## src/rtl/spiker_reader_pkg.sv

```systemverilog
// Shared constants and types for the spiker input-frame reader.
package spiker_reader_pkg;

  localparam int SPIKER_WIDTH    = 32;
  localparam int SPIKER_N_SPIKES = 784;
  localparam int SPIKER_STEP_W   = 16;
  localparam int SPIKER_N_REG    = (SPIKER_N_SPIKES + SPIKER_WIDTH - 1) / SPIKER_WIDTH;
  localparam int SPIKER_LAST_REM = SPIKER_N_SPIKES % SPIKER_WIDTH;

  // Valid-bit mask for the final frame word; bits past the last neuron are padding.
  localparam logic [SPIKER_WIDTH-1:0] SPIKER_LAST_MASK =
    (SPIKER_LAST_REM == 0) ? {SPIKER_WIDTH{1'b1}}
                           : ~({SPIKER_WIDTH{1'b1}} << SPIKER_LAST_REM);

  typedef enum logic [1:0] {
    READER_IDLE = 2'd0,
    READER_SEND = 2'd1,
    READER_DONE = 2'd2
  } reader_state_e;

endpackage

```

## src/rtl/spiker_reader_if.sv

```systemverilog
// Valid/ready word stream from the spike reader to the spiking core.
interface spiker_reader_if #(
  parameter int WIDTH = 32,
  parameter int IDX_W = 5
);
  logic [WIDTH-1:0] word;
  logic [IDX_W-1:0] wordIdx;
  logic             last;
  logic             valid;
  logic             ready;

  modport master (output word, wordIdx, last, valid, input ready);
  modport slave  (input word, wordIdx, last, valid, output ready);
endinterface

```

## src/rtl/spiker_popcount.sv

```systemverilog
// Combinational population count of a single stream word.
module spiker_popcount #(
  parameter int WIDTH = 32
) (
  input  logic [WIDTH-1:0]         word_i,
  output logic [$clog2(WIDTH+1)-1:0] cnt_o
);

  always_comb begin
    cnt_o = '0;
    for (int b = 0; b < WIDTH; b++) begin
      cnt_o = cnt_o + ($clog2(WIDTH+1))'(word_i[b]);
    end
  end

endmodule

```

## src/rtl/spiker_reader.sv

```systemverilog
// Snapshots the software-written spike frame on start and replays it to the core
// once per timestep, counting active spikes on the first pass.
module spiker_reader
  import spiker_reader_pkg::*;
#(
  parameter int WIDTH    = SPIKER_WIDTH,
  parameter int N_SPIKES = SPIKER_N_SPIKES,
  parameter int STEP_W   = SPIKER_STEP_W,
  localparam int N_REG   = (N_SPIKES + WIDTH - 1) / WIDTH,
  localparam int IDX_W   = $clog2(N_REG),
  localparam int CNT_W   = $clog2(N_SPIKES + 1)
) (
  input  logic                   clk_i,
  input  logic                   rst_i,
  input  logic [N_REG*WIDTH-1:0] spikes_i,
  input  logic                   start_i,
  input  logic [STEP_W-1:0]      n_steps_i,
  spiker_reader_if.master        stream,
  output logic [STEP_W-1:0]      step_o,
  output logic                   busy_o,
  output logic                   done_o,
  output logic [CNT_W-1:0]       spike_cnt_o
);

  localparam int               LAST_REM  = N_SPIKES % WIDTH;
  localparam logic [WIDTH-1:0] LAST_MASK = (LAST_REM == 0) ? {WIDTH{1'b1}}
                                                           : ~({WIDTH{1'b1}} << LAST_REM);
  localparam logic [IDX_W-1:0] LAST_IDX  = IDX_W'(N_REG - 1);
  localparam int               POP_W     = $clog2(WIDTH + 1);

  reader_state_e     state_q;
  logic [WIDTH-1:0]  frame_q [N_REG];
  logic [WIDTH-1:0]  snap_d  [N_REG];
  logic [IDX_W-1:0]  wordIdx_q;
  logic [STEP_W-1:0] step_q;
  logic [STEP_W-1:0] nSteps_q;
  logic [CNT_W-1:0]  spikeCnt_q;
  logic [CNT_W-1:0]  spikeCnt_d;
  logic [POP_W-1:0]  wordPop;
  logic [WIDTH-1:0]  curWord;
  logic              sending;
  logic              atLastWord;

  // Padding bits of the final register are dropped before they can reach the core.
  always_comb begin
    for (int i = 0; i < N_REG; i++) begin
      snap_d[i] = spikes_i[i*WIDTH +: WIDTH];
    end
    snap_d[N_REG-1] = spikes_i[(N_REG-1)*WIDTH +: WIDTH] & LAST_MASK;
  end

  assign sending    = (state_q == READER_SEND);
  assign atLastWord = (wordIdx_q == LAST_IDX);
  assign curWord    = frame_q[wordIdx_q] & (atLastWord ? LAST_MASK : {WIDTH{1'b1}});

  assign stream.word    = curWord;
  assign stream.wordIdx = wordIdx_q;
  assign stream.last    = sending && atLastWord;
  assign stream.valid   = sending;

  assign step_o      = step_q;
  assign busy_o      = sending;
  assign done_o      = (state_q == READER_DONE);
  assign spike_cnt_o = spikeCnt_q;

  spiker_popcount #(.WIDTH(WIDTH)) u_popcount (
    .word_i (curWord),
    .cnt_o  (wordPop)
  );

  assign spikeCnt_d = spikeCnt_q + CNT_W'(wordPop);

  // Step end compares against the latched count so a wrapping step counter is harmless.
  always_ff @(posedge clk_i) begin
    if (rst_i) begin
      state_q    <= READER_IDLE;
      wordIdx_q  <= '0;
      step_q     <= '0;
      nSteps_q   <= '0;
      spikeCnt_q <= '0;
      for (int i = 0; i < N_REG; i++) begin
        frame_q[i] <= '0;
      end
    end else begin
      case (state_q)
        READER_IDLE: begin
          if (start_i) begin
            wordIdx_q  <= '0;
            step_q     <= '0;
            spikeCnt_q <= '0;
            if (n_steps_i != '0) begin
              frame_q  <= snap_d;
              nSteps_q <= n_steps_i;
              state_q  <= READER_SEND;
            end else begin
              state_q  <= READER_DONE;
            end
          end
        end
        READER_SEND: begin
          if (stream.ready) begin
            if (step_q == '0) begin
              spikeCnt_q <= spikeCnt_d;
            end
            if (atLastWord) begin
              wordIdx_q <= '0;
              step_q    <= step_q + STEP_W'(1);
              if (step_q == nSteps_q - STEP_W'(1)) begin
                state_q <= READER_DONE;
              end
            end else begin
              wordIdx_q <= wordIdx_q + IDX_W'(1);
            end
          end
        end
        READER_DONE: begin
          state_q <= READER_IDLE;
        end
        default: begin
          state_q <= READER_IDLE;
        end
      endcase
    end
  end

endmodule

```

## src/flat_wrapper.sv

```systemverilog
// flat-port wrapper written by rule: the top's interface ports become plain ports
module spiker_reader_flat import spiker_reader_pkg::*;
#(
  parameter int WIDTH    = SPIKER_WIDTH,
  parameter int N_SPIKES = SPIKER_N_SPIKES,
  parameter int STEP_W   = SPIKER_STEP_W,
  localparam int N_REG   = (N_SPIKES + WIDTH - 1) / WIDTH,
  localparam int IDX_W   = $clog2(N_REG),
  localparam int CNT_W   = $clog2(N_SPIKES + 1)
)
  (clk_i, rst_i, spikes_i, start_i, n_steps_i, step_o, busy_o, done_o, spike_cnt_o, stream_word, stream_wordIdx, stream_last, stream_valid, stream_ready);
  spiker_reader_if #(.WIDTH(WIDTH), .IDX_W((5))) stream_i ();
  input  logic clk_i;
  input  logic rst_i;
  input  logic [N_REG*WIDTH-1:0] spikes_i;
  input  logic start_i;
  input  logic [STEP_W-1:0] n_steps_i;
  output logic [STEP_W-1:0] step_o;
  output logic busy_o;
  output logic done_o;
  output logic [CNT_W-1:0] spike_cnt_o;
  output wire logic [$bits(stream_i.word)-1:0] stream_word;
  output wire logic [$bits(stream_i.wordIdx)-1:0] stream_wordIdx;
  output wire logic [$bits(stream_i.last)-1:0] stream_last;
  output wire logic [$bits(stream_i.valid)-1:0] stream_valid;
  input wire logic [$bits(stream_i.ready)-1:0] stream_ready;
  assign stream_word = stream_i.word;
  assign stream_wordIdx = stream_i.wordIdx;
  assign stream_last = stream_i.last;
  assign stream_valid = stream_i.valid;
  assign stream_i.ready = stream_ready;
  spiker_reader #(.WIDTH(WIDTH), .N_SPIKES(N_SPIKES), .STEP_W(STEP_W)) u_core (.clk_i(clk_i), .rst_i(rst_i), .spikes_i(spikes_i), .start_i(start_i), .n_steps_i(n_steps_i), .stream(stream_i), .step_o(step_o), .busy_o(busy_o), .done_o(done_o), .spike_cnt_o(spike_cnt_o));
endmodule
```

## config.mk

```make
export PLATFORM = sky130hd
export DESIGN_NAME = spiker_reader_flat
export DESIGN_NICKNAME = d
export VERILOG_FILES = /design/src/rtl/spiker_reader_pkg.sv /design/src/rtl/spiker_reader_if.sv /design/src/rtl/spiker_popcount.sv /design/src/rtl/spiker_reader.sv /design/src/flat_wrapper.sv
export SDC_FILE = /design/constraint.sdc
export NUM_CORES = 2
export LEC_CHECK = 0
export ABC_AREA = 1
export ABC_CLOCK_PERIOD_IN_PS = 9100
export BUFFER_PORTS_ARGS = -buffer_cell sky130_fd_sc_hd__buf_2
export CAP_MARGIN = 40
export CORE_UTILIZATION = 30
export CTS_CLUSTER_SIZE = 25
export DETAILED_ROUTE_END_ITERATION = 12
export GPL_TIMING_DRIVEN = 0
export PLACE_DENSITY = 0.48
export SYNTH_ARGS = -nofsm -noshare
export SYNTH_HDL_FRONTEND = slang
export SYNTH_SLANG_ARGS = --single-unit
```

## constraint.sdc

```tcl
create_clock -name clk_i -period 9.1 [get_ports clk_i]
set_clock_uncertainty 0.2 [all_clocks]
set_input_delay 0.91 -clock clk_i [delete_from_list [all_inputs] [get_ports clk_i]]
set_output_delay 0.91 -clock clk_i [all_outputs]
set_load 0.1 [all_outputs]
```

==> results.json <==
{
  "overflow": 0,
  "final_min_period_over_clock_period_pct": 94.4,
  "post_synth.cell_area_avg_sq_um": 7.17,
  "ir_worst_vdd_uv": 408,
  "crit_path_top_delay_cell": "sky130_fd_sc_hd__fa_1",
  "powerDensity_mw_per_mm2": 265,
  "report.final.setup_viol": 0,
  "post_cts.resized_instances": 0,
  "grt_start_max_net_pins": 14,
  "fin_worst_hold_slack_ps": 238,
  "slew_headroom_pct": 33.3,
  "cts_post_setup_buffers_inserted": 0,
  "crit_path_max_fo": 10,
  "setup_ws_pre_cts_ps": 579,
  "fillerInstances": 13689,
  "synthToLayoutAreaGrowth_pct": 27.8,
  "final-seq-area_sq_mm": 0.0167,
  "crit_type": "reg2reg",
  "worst_setup_path_end_kind": "flip-flop",
  "cts-buffers-inserted": 98,
  "timing.critical_path.slowest_cell_delay_ps": 560,
  "fp.dieH_microns": 357,
  "detailed_place.area_sq_mm": 0.0450,
  "pin_count": 887,
  "placed_cells_incl_taps": 7856,
  "path_delay_family": "adder cells",
  "synth_top_flop_cell": "sky130_fd_sc_hd__dfxtp_1",
  "fin_nets": 7172,
  "max-cap-violations": 0,
  "final_cell_area_sq_mm": 0.0484,
  "routed_wirelength_microns": 229000,
  "timing.critical_path.mode_cell": "sky130_fd_sc_hd__fa_1",
  "grt_first_pass_wirelength_microns": 305000,
  "timing.fmax_mhz": 116,
  "timing_max_transition_violations_final": 0,
  "synthesis.area_sq_mm": 0.0379,
  "core_area_sq_mm": 0.125,
  "worst_hold_path_type": "reg2reg",
  "drc_errors": 0,
  "start_util_pct": 30.2,
  "unrepaired_setup_endpoints_after_global_routing": "false",
  "postSynthCellCount": 5282,
  "cts-root-buf": "sky130_fd_sc_hd__clkbuf_16",
  "post_synth_num_cell_types": 39,
  "place_hpwl_microns": 189000,
  "path_clk_slew_ps": 60,
  "ant_nets": 0,
  "placementRows": 130,
  "synthesis.yosys.warnings": 0,
  "startpoint_type": "flip-flop",
  "async_reset_ff_share_pct": 0,
  "globalRouteTotalUtil_pct": 34.5,
  "nets_in_the_synthesized_netlist": 6148,
  "place.port_buffers": 870,
  "power_leakage_uw": 0.0203,
  "min_period_ps": 8590,
  "path_buf_inv": 6,
  "floorplan_die_width_microns": 357,
  "hold_violations": 0,
  "wire_per_inst_microns": 28.4,
  "worst_slack_ps": 507,
  "multi_input_logic_area_sq_mm": 0.0161,
  "die-area_sq_mm": 0.128,
  "grt_antenna_before_repair": 28,
  "drt_pre_antenna_iters": 6,
  "avgViaCountPerCell": 5.24,
  "cts-root-to-sink-buffers": 3,
  "htreeDepth": 3,
  "cts-hold-fix-buffers": 0,
  "synth_edf_count": 0,
  "routed-via-count": 42214,
  "worst_slew_pin_slew_ps": 1000,
  "clock-sinks": 833,
  "cp.required_ps": 9490,
  "tns_ps": 0,
  "synth.ff_latch_count": 833,
  "sequential_area_share_after_synthesis_pct": 44.0,
  "clkLatencyLatePin_ps": 690,
  "drive_gt1_share_pct": 19.1,
  "first_global_vias": 39739,
  "initialDrtViolationCount": 4408,
  "status": "complete, no violations",
  "gp_congestion": 0.981,
  "fin_cells": 8053,
  "crit_arrival_ps": 8980,
  "tritoncts_clock_tree": "done"
}
[worst register-to-register path: cells and delay by family (launching register included)]
family | cells | cell delay (ps)
compound gates | 5 | 1120
fa+ha+maj | 8 | 3670
flops | 1 | 400
buf+inv | 6 | 1900
simple gates | 11 | 1190
[placed cells by master (no fill, tap or decap), types with 8 or more instances in the layout]
cell / netlist / routed
sky130_fd_sc_hd__inv_1: 894 / 894
sky130_fd_sc_hd__bufinv_16: 0 / 8
sky130_fd_sc_hd__nand4_1: 33 / 33
sky130_fd_sc_hd__ha_1: 20 / 20
sky130_fd_sc_hd__buf_2: 112 / 984
sky130_fd_sc_hd__a32oi_1: 13 / 13
sky130_fd_sc_hd__nor3_1: 9 / 9
sky130_fd_sc_hd__dfxtp_1: 833 / 833
sky130_fd_sc_hd__clkbuf_8: 0 / 27
sky130_fd_sc_hd__fa_1: 26 / 26
sky130_fd_sc_hd__nand2_1: 257 / 257
sky130_fd_sc_hd__xnor2_1: 8 / 8
sky130_fd_sc_hd__clkbuf_1: 280 / 297
sky130_fd_sc_hd__buf_1: 41 / 41
sky130_fd_sc_hd__buf_8: 0 / 32
sky130_fd_sc_hd__buf_6: 0 / 20
sky130_fd_sc_hd__clkinv_2: 0 / 17
sky130_fd_sc_hd__nor4_1: 9 / 9
sky130_fd_sc_hd__a21oi_1: 1182 / 1182
sky130_fd_sc_hd__clkbuf_16: 0 / 99
sky130_fd_sc_hd__nand3_1: 230 / 230
sky130_fd_sc_hd__o22ai_1: 17 / 17
sky130_fd_sc_hd__o21ai_0: 1200 / 1200
sky130_fd_sc_hd__nor2_1: 66 / 66
sky130_fd_sc_hd__xor2_1: 12 / 12
sky130_fd_sc_hd__diode_2: 0 / 17
[registers in the layout, indices dropped and copies added (netlist names)]
| signal | count |
|---|---|
| u_core.state_q | 2 |
| u_core.stream.wordIdx | 5 |
| u_core.frame_q | 784 |
| u_core.spike_cnt_o | 10 |
| u_core.nSteps_q | 16 |
| u_core.step_o | 16 |
[metal layers]
metal	GRT usage, %	share of wire (%)	up-vias
li1	-	-	19650
met1	46.0	43	20252
met2	55.0	45	1912
met3	4.73	7.0	388
met4	15.9	5.1	12
met5	0	0.031	-
[cell usage after synthesis, types with 2 or more instances]
cell type | instances | area (sq um)
sky130_fd_sc_hd__a21oi_1 | 1182 | 5920
sky130_fd_sc_hd__a32o_1 | 3 | 30.0
sky130_fd_sc_hd__a32oi_1 | 13 | 114
sky130_fd_sc_hd__buf_1 | 41 | 154
sky130_fd_sc_hd__buf_2 | 112 | 561
sky130_fd_sc_hd__buf_4 | 2 | 15.0
sky130_fd_sc_hd__clkbuf_1 | 280 | 1050
sky130_fd_sc_hd__dfxtp_1 | 833 | 16700
sky130_fd_sc_hd__fa_1 | 26 | 521
sky130_fd_sc_hd__ha_1 | 20 | 250
sky130_fd_sc_hd__inv_1 | 894 | 3360
sky130_fd_sc_hd__inv_2 | 4 | 15.0
sky130_fd_sc_hd__nand2_1 | 257 | 965
sky130_fd_sc_hd__nand3_1 | 230 | 1150
sky130_fd_sc_hd__nand3_2 | 3 | 30.0
sky130_fd_sc_hd__nand3b_1 | 2 | 15.0
sky130_fd_sc_hd__nand4_1 | 33 | 206
sky130_fd_sc_hd__nor2_1 | 66 | 248
sky130_fd_sc_hd__nor2_2 | 2 | 12.5
sky130_fd_sc_hd__nor2_4 | 4 | 45.0
sky130_fd_sc_hd__nor3_1 | 9 | 45.0
sky130_fd_sc_hd__nor3b_1 | 2 | 15.0
sky130_fd_sc_hd__nor4_1 | 9 | 56.3
sky130_fd_sc_hd__o21ai_0 | 1200 | 6010
sky130_fd_sc_hd__o21ai_1 | 3 | 15.0
sky130_fd_sc_hd__o22ai_1 | 17 | 106
sky130_fd_sc_hd__o41ai_1 | 5 | 43.8
sky130_fd_sc_hd__xnor2_1 | 8 | 70.1
sky130_fd_sc_hd__xor2_1 | 12 | 105
[stage by stage]
step	utilization, %	total power (uW)
finish	38.6	12800
global route	38.6	13400
CTS	38.6	12800
detailed placement	35.9	8650
global placement	35.3	8580
floorplan	-	6820
[kinds of logic (layout without fill, tap and decap cells)]
family	count (synthesis)	after routing	share of synthesized area, %
AO/OA/AOI/OAI	2428	2428	32.4
AND/OR/NAND/NOR	622	622	7.49
adder cells (fa/ha/maj)	46	46	2.03
other	0	17	0
XOR/XNOR	20	20	0.462
buffers and inverters	1333	2437	13.6
flip-flops	833	833	44.0
[cell type report]
class | count | area share [%]
repair buffers | 924 | 10.5
clock inverters | 34 | 0.886
flip-flops and latches | 833 | 34.4
plain buffers | 435 | 3.69
inverters | 898 | 6.96
clock buffers | 146 | 6.04
diodes | 17 | 0.0879
well taps | 1650 | 4.26
multi-input cells | 3116 | 33.2
[final timing paths]
path / cells after the start / startpoint / slack [ps] / endpoint
hold / removal: 2 / u_core.frame_q[400] / 240 / u_core.frame_q[400]
hold reg to reg: 2 / u_core.frame_q[400] / 240 / u_core.frame_q[400]
setup / recovery: 30 / u_core.stream.wordIdx[0] / 510 / u_core.spike_cnt_o[8]
setup reg to reg: 30 / u_core.stream.wordIdx[0] / 510 / u_core.spike_cnt_o[8]
[where the power goes]
group          switching (uW)  internal [uW]  total (uW)
Sequential                160           4010        4170
Combinational            3140           1360        4500
Clock                    1700           2450        4150
Power figures use the tool's default switching activity.
